$ cat config.mk
export PLATFORM = sky130hd
export DESIGN_NAME = weight_bank_loader
export DESIGN_NICKNAME = d
export VERILOG_FILES = /design/src/rtl/weight_bank_loader.sv
export SDC_FILE = /design/constraint.sdc
export NUM_CORES = 1
export LEC_CHECK = 0
export CORE_MARGIN = 1
export CORE_UTILIZATION = 50
export CTS_BUF_LIST = sky130_fd_sc_hd__clkbuf_8
export CTS_CLUSTER_SIZE = 20
export DETAILED_ROUTE_END_ITERATION = 16
export PLACE_DENSITY = 0.95
export SETUP_SLACK_MARGIN = 0.5
export SYNTH_ARGS = -nofsm -noshare
export SYNTH_HDL_FRONTEND = slang
export SYNTH_SLANG_ARGS = --single-unit
$ cat constraint.sdc
create_clock -name WeightLoader_CLOCK -period 3 [get_ports WeightLoader_CLOCK]
set_input_delay 0.45 -clock WeightLoader_CLOCK [delete_from_list [all_inputs] [get_ports WeightLoader_CLOCK]]
set_output_delay 0.45 -clock WeightLoader_CLOCK [all_outputs]
set_load 0.05 [all_outputs]
$ cat src/rtl/weight_bank_loader.sv
// Sequences a bank of shared-bus weight registers: one bank-wide clear, then one
// active-low load strobe per accepted word in index order, then a single Done pulse.
module weight_bank_loader #(
  parameter int DATAWIDTH_BUS = 8,
  parameter int NUM_REGS      = 9,
  parameter int INDEX_WIDTH   = 4
) (
  input  logic                     WeightLoader_CLOCK,
  input  logic                     WeightLoader_Reset_InLow,
  input  logic                     WeightLoader_Start_InHigh,
  input  logic                     WeightLoader_Abort_InHigh,
  input  logic [DATAWIDTH_BUS-1:0] WeightLoader_DataInBUS,
  input  logic                     WeightLoader_DataValid_InHigh,
  output logic                     WeightLoader_DataReady_OutHigh,
  output logic [DATAWIDTH_BUS-1:0] WeightLoader_RegDataOutBUS,
  output logic [NUM_REGS-1:0]      WeightLoader_RegLoad_OutLow,
  output logic                     WeightLoader_RegClear_OutHigh,
  output logic [INDEX_WIDTH-1:0]   WeightLoader_Index_OutBUS,
  output logic                     WeightLoader_Busy_OutHigh,
  output logic                     WeightLoader_Done_OutHigh
);

  typedef enum logic [2:0] {
    S_IDLE,
    S_CLEAR,
    S_LOAD,
    S_LAST,
    S_DONE
  } state_t;

  localparam logic [INDEX_WIDTH-1:0] LAST_INDEX = INDEX_WIDTH'(NUM_REGS - 1);

  state_t                   state_q, state_d;
  logic [INDEX_WIDTH-1:0]   index_q, index_d;
  logic [DATAWIDTH_BUS-1:0] data_q, data_d;
  logic [NUM_REGS-1:0]      load_n_q, load_n_d;
  logic                     clear_q, clear_d;
  logic                     busy_q, busy_d;
  logic                     done_q, done_d;
  logic                     accept;

  // Abort vetoes acceptance in the same cycle, so ready is the only unregistered output.
  assign WeightLoader_DataReady_OutHigh = (state_q == S_LOAD) && !WeightLoader_Abort_InHigh;
  assign accept = WeightLoader_DataReady_OutHigh && WeightLoader_DataValid_InHigh;

  always_comb begin
    state_d  = state_q;
    index_d  = index_q;
    data_d   = data_q;
    load_n_d = '1;
    case (state_q)
      S_IDLE: begin
        if (WeightLoader_Start_InHigh && !WeightLoader_Abort_InHigh) begin
          state_d = S_CLEAR;
          index_d = '0;
        end
      end
      S_CLEAR: begin
        state_d = WeightLoader_Abort_InHigh ? S_IDLE : S_LOAD;
      end
      S_LOAD: begin
        if (WeightLoader_Abort_InHigh) begin
          state_d = S_IDLE;
        end else if (accept) begin
          data_d = WeightLoader_DataInBUS;
          for (int i = 0; i < NUM_REGS; i++) begin
            if (index_q == INDEX_WIDTH'(i)) load_n_d[i] = 1'b0;
          end
          // Index saturates on the final register so it never wraps inside a load.
          if (index_q == LAST_INDEX) state_d = S_LAST;
          else index_d = index_q + 1'b1;
        end
      end
      S_LAST: begin
        state_d = WeightLoader_Abort_InHigh ? S_IDLE : S_DONE;
      end
      S_DONE: begin
        state_d = S_IDLE;
      end
      default: begin
        state_d = S_IDLE;
      end
    endcase
    clear_d = (state_d == S_CLEAR);
    busy_d  = (state_d != S_IDLE);
    done_d  = (state_d == S_DONE);
  end

  always_ff @(posedge WeightLoader_CLOCK or negedge WeightLoader_Reset_InLow) begin
    if (!WeightLoader_Reset_InLow) begin
      state_q  <= S_IDLE;
      index_q  <= '0;
      data_q   <= '0;
      load_n_q <= '1;
      clear_q  <= 1'b0;
      busy_q   <= 1'b0;
      done_q   <= 1'b0;
    end else begin
      state_q  <= state_d;
      index_q  <= index_d;
      data_q   <= data_d;
      load_n_q <= load_n_d;
      clear_q  <= clear_d;
      busy_q   <= busy_d;
      done_q   <= done_d;
    end
  end

  assign WeightLoader_RegDataOutBUS    = data_q;
  assign WeightLoader_RegLoad_OutLow   = load_n_q;
  assign WeightLoader_RegClear_OutHigh = clear_q;
  assign WeightLoader_Index_OutBUS     = index_q;
  assign WeightLoader_Busy_OutHigh     = busy_q;
  assign WeightLoader_Done_OutHigh     = done_q;

endmodule

; ---- After elaboration in Yosys (flattened, before gate mapping)
; Cells that the tools add are included.
[classes]
add_sub_neg = 1
mul = 0
div = 0
order_cmp = 0
n_eq_ne = 17
shift = 0
mux = 24
bitwise = 1
reduce_logical = 10
[ops]
columns = cell, count
row1 = 2-to-1 mux 9 bit, 3
row2 = equality test 4 x 3 -> 1 bit (second input constant), 4
row3 = 2-to-1 mux 4 bit, 4
row4 = 2-to-1 mux 3 bit, 5
row5 = case mux 3 bit (4 select lines), 1
row6 = 2-to-1 mux 1 bit, 9
row7 = equality test 4 x 2 -> 1 bit (second input constant), 2
row8 = inequality test 2 bit (second input constant), 4
row9 = case mux 4 bit (2 select lines), 1
row10 = equality test 3 x 1 -> 1 bit (second input constant), 2
row11 = equality test 3 x 2 -> 1 bit (second input constant), 2
row12 = AND reduction 5 bit, 1
row13 = adder 4 x 1 -> 4 bit (second input constant), 1
row14 = equality test 4 x 1 -> 1 bit (second input constant), 1
row15 = equality test 4 bit (second input constant), 1
row16 = zero test 4 bit, 1
row17 = equality test 3 bit (second input constant), 1
row18 = logical AND 1 bit, 3
row19 = zero test 3 bit, 1
row20 = AND reduction 3 bit, 1
row21 = nonzero test 3 bit, 1
row22 = 2-to-1 mux 2 bit, 1
row23 = nonzero test 2 bit, 1
row24 = zero test 1 bit, 1
row25 = NOT 1 bit, 1
[word_totals]
ff_bits = 27
latchBits = 0
ram_bits = 0
mem_bits_ro = 0
inputBits = 13
output_inout_bits = 25
n_memories = 0

; ---- Longest topological paths before layout
[depth]
word_depth = 7
ltp_mapped = 6

; ---- Worst setup path after synthesis
; Ideal clock, no wire load.
[synth_timing]
kind = input-to-reg
startpoint = input WeightLoader_Abort_InHigh
endpoint = register data_q[3] (netlist: WeightLoader_RegDataOutBUS[3])
setup_time_ns = 0.125
arrival_time_ns = 1.844
path_slack_ns = 1.031
path_stages = 6
n_path_buf = 2
path_cell_list = or4b_4 clkinv_2 and2_4 buf_6 buf_12 mux2_4
[synth_via]
elab_chain_cells = 4
[synth_lines]
columns = item, line_no
row1 = start: declaration, 11  ; input logic WeightLoader_Abort_InHigh,
row2 = zero test 1 bit, 43  ; assign WeightLoader_DataReady_OutHigh = (state_q == S_LOAD) && !WeightLoader_Abort_InHigh;
row3 = logical AND 1 bit, 43
row4 = net WeightLoader_DataReady_OutHigh, 14  ; output logic WeightLoader_DataReady_OutHigh,
row5 = logical AND 1 bit, 44  ; assign accept = WeightLoader_DataReady_OutHigh && WeightLoader_DataValid_InHigh;
row6 = AND reduction 3 bit (no source line), -
row7 = end signal: assignment, 101  ; data_q <= data_d;
row8 = end: declaration, 35  ; logic [DATAWIDTH_BUS-1:0] data_q, data_d;
; The timed path passes the listed nets, and every way through them passes these cells.
; A chain may end at the register's enable or synchronous reset.

; ---- Worst setup path in the final report
[layout_timing]
startpoint = input WeightLoader_Abort_InHigh
endpoint = output WeightLoader_DataReady_OutHigh
[layout_via]
elab_chain_cells = 2
[layout_lines]
columns = item, line_no
row1 = zero test 1 bit, 43
row2 = logical AND 1 bit, 43
row3 = end: declaration, 14
; No other way between the ends.

==> run_summary.xml <==
<?xml version="1.0" encoding="UTF-8"?>
<metrics>
  <group name="timing">
    <metric name="tightestPinTransition" unit="ps">521</metric>
    <metric name="final_hold_viol_count" unit="">0</metric>
    <metric name="clock-skew-final" unit="ps">1.91</metric>
    <metric name="grt_setup_unrepaired" unit="">no</metric>
    <metric name="slew_viols_final" unit="">0</metric>
    <metric name="setup_viol_count_final" unit="">0</metric>
    <metric name="fin_crit_sh" unit="%">73.5</metric>
    <metric name="fmax" unit="MHz">453</metric>
    <metric name="finalWorstPathRequiredPeriod" unit="ps">2210</metric>
    <metric name="final.setup.worst_slack" unit="ps">794</metric>
    <metric name="fin_setup_tns" unit="ps">0</metric>
    <metric name="timing.slew.headroom" unit="%">65.1</metric>
  </group>
  <group name="clock_tree">
    <metric name="clkLatencyLatePin" unit="ps">260</metric>
    <metric name="cts.repair_timing.setup_buffer_count" unit="">0</metric>
    <metric name="cts_buffer_depth" unit="">2</metric>
    <metric name="cts_sinks" unit="">27</metric>
    <metric name="cts-hold-fix-buffers" unit="">0</metric>
    <metric name="cts_root_buffer" unit="">sky130_fd_sc_hd__clkbuf_8</metric>
    <metric name="post_cts_resize_count" unit="">0</metric>
    <metric name="cts_tree" unit="">done</metric>
    <metric name="htree_num_levels" unit="">1</metric>
    <metric name="clk_transition_reported_paths" unit="ps">80</metric>
    <metric name="cts_buffers" unit="">3</metric>
  </group>
  <group name="die">
    <metric name="num_rows" unit="">16</metric>
    <metric name="core_area" unit="µm²">2060</metric>
    <metric name="fp.dieW" unit="µm">49.9</metric>
    <metric name="io_pins" unit="">38</metric>
    <metric name="initial_core_util" unit="%">55.6</metric>
    <metric name="floorplan.die.height" unit="µm">49.9</metric>
    <metric name="overall_die_area" unit="µm²">2490</metric>
  </group>
  <group name="setup_path">
    <metric name="arrival_time_at_the_worst_endpoint" unit="ps">1760</metric>
    <metric name="path_buf_inv" unit="">3</metric>
    <metric name="criticalPathCategory" unit="">primary input to primary output</metric>
    <metric name="critPathCaptureType" unit="">primary output</metric>
    <metric name="biggest_cell_delay_along_the_critical_path" unit="ps">550</metric>
    <metric name="worst_path_max_delay_cell" unit="">sky130_fd_sc_hd__or4b_4</metric>
    <metric name="required" unit="ps">2550</metric>
    <metric name="reg2reg_setup_slack" unit="ps">1130</metric>
    <metric name="timing.critical_path.from_type" unit="">primary input</metric>
    <metric name="cp_cell_sequence" unit="">clkdlybuf4s50_1 -&gt; or4b_4 -&gt; clkinv_2 -&gt; buf_4</metric>
    <metric name="critical_path.max_fanout" unit="">5</metric>
    <metric name="worst_path_dominant_cell_family" unit="">buffers and inverters</metric>
  </group>
  <group name="synthesis">
    <metric name="ys_seq_elements" unit="">27</metric>
    <metric name="ys_async_sr_fraction" unit="%">100</metric>
    <metric name="mapped_area" unit="µm²">1150</metric>
    <metric name="netlist.area_leader.share" unit="%">39.3</metric>
    <metric name="postSynthCellCount" unit="">83</metric>
    <metric name="synth_area_per_cell" unit="µm²">13.8</metric>
    <metric name="netlist_top_cells_area" unit="">sky130_fd_sc_hd__dfrtp_1, sky130_fd_sc_hd__dfstp_2, sky130_fd_sc_hd__mux2_2</metric>
    <metric name="yosysSeqAreaShare" unit="%">59.9</metric>
    <metric name="edff_count_synth" unit="">0</metric>
    <metric name="synthDistinctLibCells" unit="">32</metric>
    <metric name="synth_area_leader_cell" unit="">sky130_fd_sc_hd__dfrtp_1</metric>
    <metric name="synthFlopType" unit="">sky130_fd_sc_hd__dfrtp_1</metric>
    <metric name="syn_nets" unit="">100</metric>
    <metric name="ys_warn_count" unit="">0</metric>
  </group>
  <group name="layout">
    <metric name="number_of_inserted_diodes" unit="">0</metric>
    <metric name="most-common-layout-cells" unit="">sky130_fd_sc_hd__clkdlybuf4s50_1, sky130_fd_sc_hd__dfrtp_1, sky130_fd_sc_hd__dfstp_2</metric>
    <metric name="proportion_of_layout_cells_with_a_drive_suffix_above_1" unit="%">22.1</metric>
    <metric name="final_nets" unit="">140</metric>
    <metric name="finalCoreUtilization" unit="%">76.0</metric>
    <metric name="most_common_cell_after_layout_fill_and_taps_aside" unit="">sky130_fd_sc_hd__clkdlybuf4s50_1</metric>
    <metric name="syn_to_final_growth" unit="%">36.6</metric>
  </group>
  <group name="route">
    <metric name="detail_route.vias_per_cell" unit="">5.40</metric>
    <metric name="wirelength_per_cell" unit="µm">15.0</metric>
    <metric name="drt-total-wl" unit="µm">2240</metric>
    <metric name="firstDrtPassIters" unit="">4</metric>
    <metric name="dr_drc_count" unit="">0</metric>
    <metric name="postRouteAntennaNets" unit="">0</metric>
    <metric name="drtIter0Drc" unit="">6</metric>
    <metric name="num_vias" unit="">804</metric>
  </group>
  <group name="place">
    <metric name="gp_congestion" unit="">0.846</metric>
    <metric name="portBuffers" unit="">37</metric>
    <metric name="setup_ws_pre_cts" unit="ps">695</metric>
    <metric name="half_perimeter_wire_length_after_placement" unit="µm">1720</metric>
  </group>
  <group name="power">
    <metric name="powerDensity" unit="nW/µm²">679</metric>
    <metric name="vdd_drop_max" unit="V">0.000507</metric>
    <metric name="static-leakage-power" unit="nW">0.669</metric>
  </group>
  <group name="global_routing">
    <metric name="grt_pass1_wl" unit="µm">3710</metric>
    <metric name="grt_util_all_layers" unit="%">20.6</metric>
    <metric name="grt_antenna_before_repair" unit="">0</metric>
    <metric name="grt_overflow_total" unit="">0</metric>
    <metric name="maximum_number_of_pins_on_one_net_before_global_route_repair" unit="">28</metric>
    <metric name="number_of_global_route_vias_before_repair" unit="">794</metric>
  </group>
  <group name="run">
    <metric name="max-cap-violations" unit="">0</metric>
  </group>
  <group name="run_status">
    <metric name="run_status" unit="">finished, final reports clean</metric>
  </group>
  <group name="worst_hold_path">
    <metric name="timing.hold.worst.class" unit="">flip-flop to flip-flop</metric>
  </group>
</metrics>
[worst reg2reg max path: stages (launching register included)]
cell	delay, ps
sky130_fd_sc_hd__dfrtp_1	450
sky130_fd_sc_hd__or4b_4	580
sky130_fd_sc_hd__clkinv_2	100
sky130_fd_sc_hd__and2_4	260
sky130_fd_sc_hd__mux2_2	370
[worst paths after layout]
kind	start	end	cells past startpoint
min in group asynchronous	WeightLoader_Reset_InLow	state_q[1]	2
max in group asynchronous	WeightLoader_Reset_InLow	WeightLoader_RegLoad_OutLow[0]	2
hold reg to reg	state_q[2]	state_q[1]	1
setup / recovery	WeightLoader_Abort_InHigh	WeightLoader_DataReady_OutHigh	4
setup reg to reg	state_q[0]	WeightLoader_RegDataOutBUS[0]	4
hold / removal	state_q[2]	state_q[1]	1
[cells by family (layout without fill, tap and decap cells)]
logic type | count (synthesis) | after routing | synth area share [%]
multiplexers | 11 | 11 | 11.4
buffers and inverters | 7 | 46 | 4.47
XOR/XNOR | 1 | 1 | 0.763
adder cells (fa/ha/maj) | 4 | 4 | 4.36
flip-flops | 27 | 27 | 59.9
AND/OR/NAND/NOR | 25 | 25 | 14.9
AO/OA/AOI/OAI | 8 | 8 | 4.14
[routing by layer]
layer	track usage, %	share of wire, %
met1	22.3	38
met2	36.7	54
met3	5.56	6.4
met4	10.0	2.4
met5	0	0
[report_power, final]
part	internal (mW)	switching [mW]	total [mW]
clock	0.0928	0.103	0.196
combinational	0.158	0.253	0.411
sequential	0.419	0.0377	0.457
[cell type report]
type | instances | area (µm²)
fill | 146 | 494
multi-input combinational | 49 | 409
clock inverter | 1 | 5.00
tap | 27 | 33.8
sequential | 27 | 687
timing repair buffer | 38 | 375
clock buffer | 3 | 41.3
inverter | 4 | 16.3
[cells in the mapped netlist, drive strengths merged, types with 2 or more instances]
library cell  instances
dfrtp                18
dfstp                 9
mux2                  8
ha                    4
nand3                 4
nand4b                4
o21ai                 4
inv                   3
mux2i                 3
nor2                  3
and3                  2
buf                   2
nand4                 2
or4b                  2
[per-stage QoR]
step / hold WS [ps] / power (mW) / instance area [µm²] / cells
floorplan: 154 / 0.723 / 1150 / 83
global placement: 483 / 0.861 / 1520 / 145
detailed placement: 496 / 0.877 / 1520 / 145
CTS: 509 / 1.08 / 1570 / 149
global route: 538 / 1.11 / 1570 / 149
finish: 504 / 1.06 / 1570 / 149
[flip-flops by register name, indices dropped and copies added (netlist names)]
| register | cells |
|---|---|
| WeightLoader_Index_OutBUS | 4 |
| WeightLoader_RegDataOutBUS | 8 |
| WeightLoader_Done_OutHigh | 1 |
| WeightLoader_Busy_OutHigh | 1 |
| WeightLoader_RegClear_OutHigh | 1 |
| WeightLoader_RegLoad_OutLow | 9 |
| state_q | 3 |
Note: power is estimated with default switching activity, not from simulation.
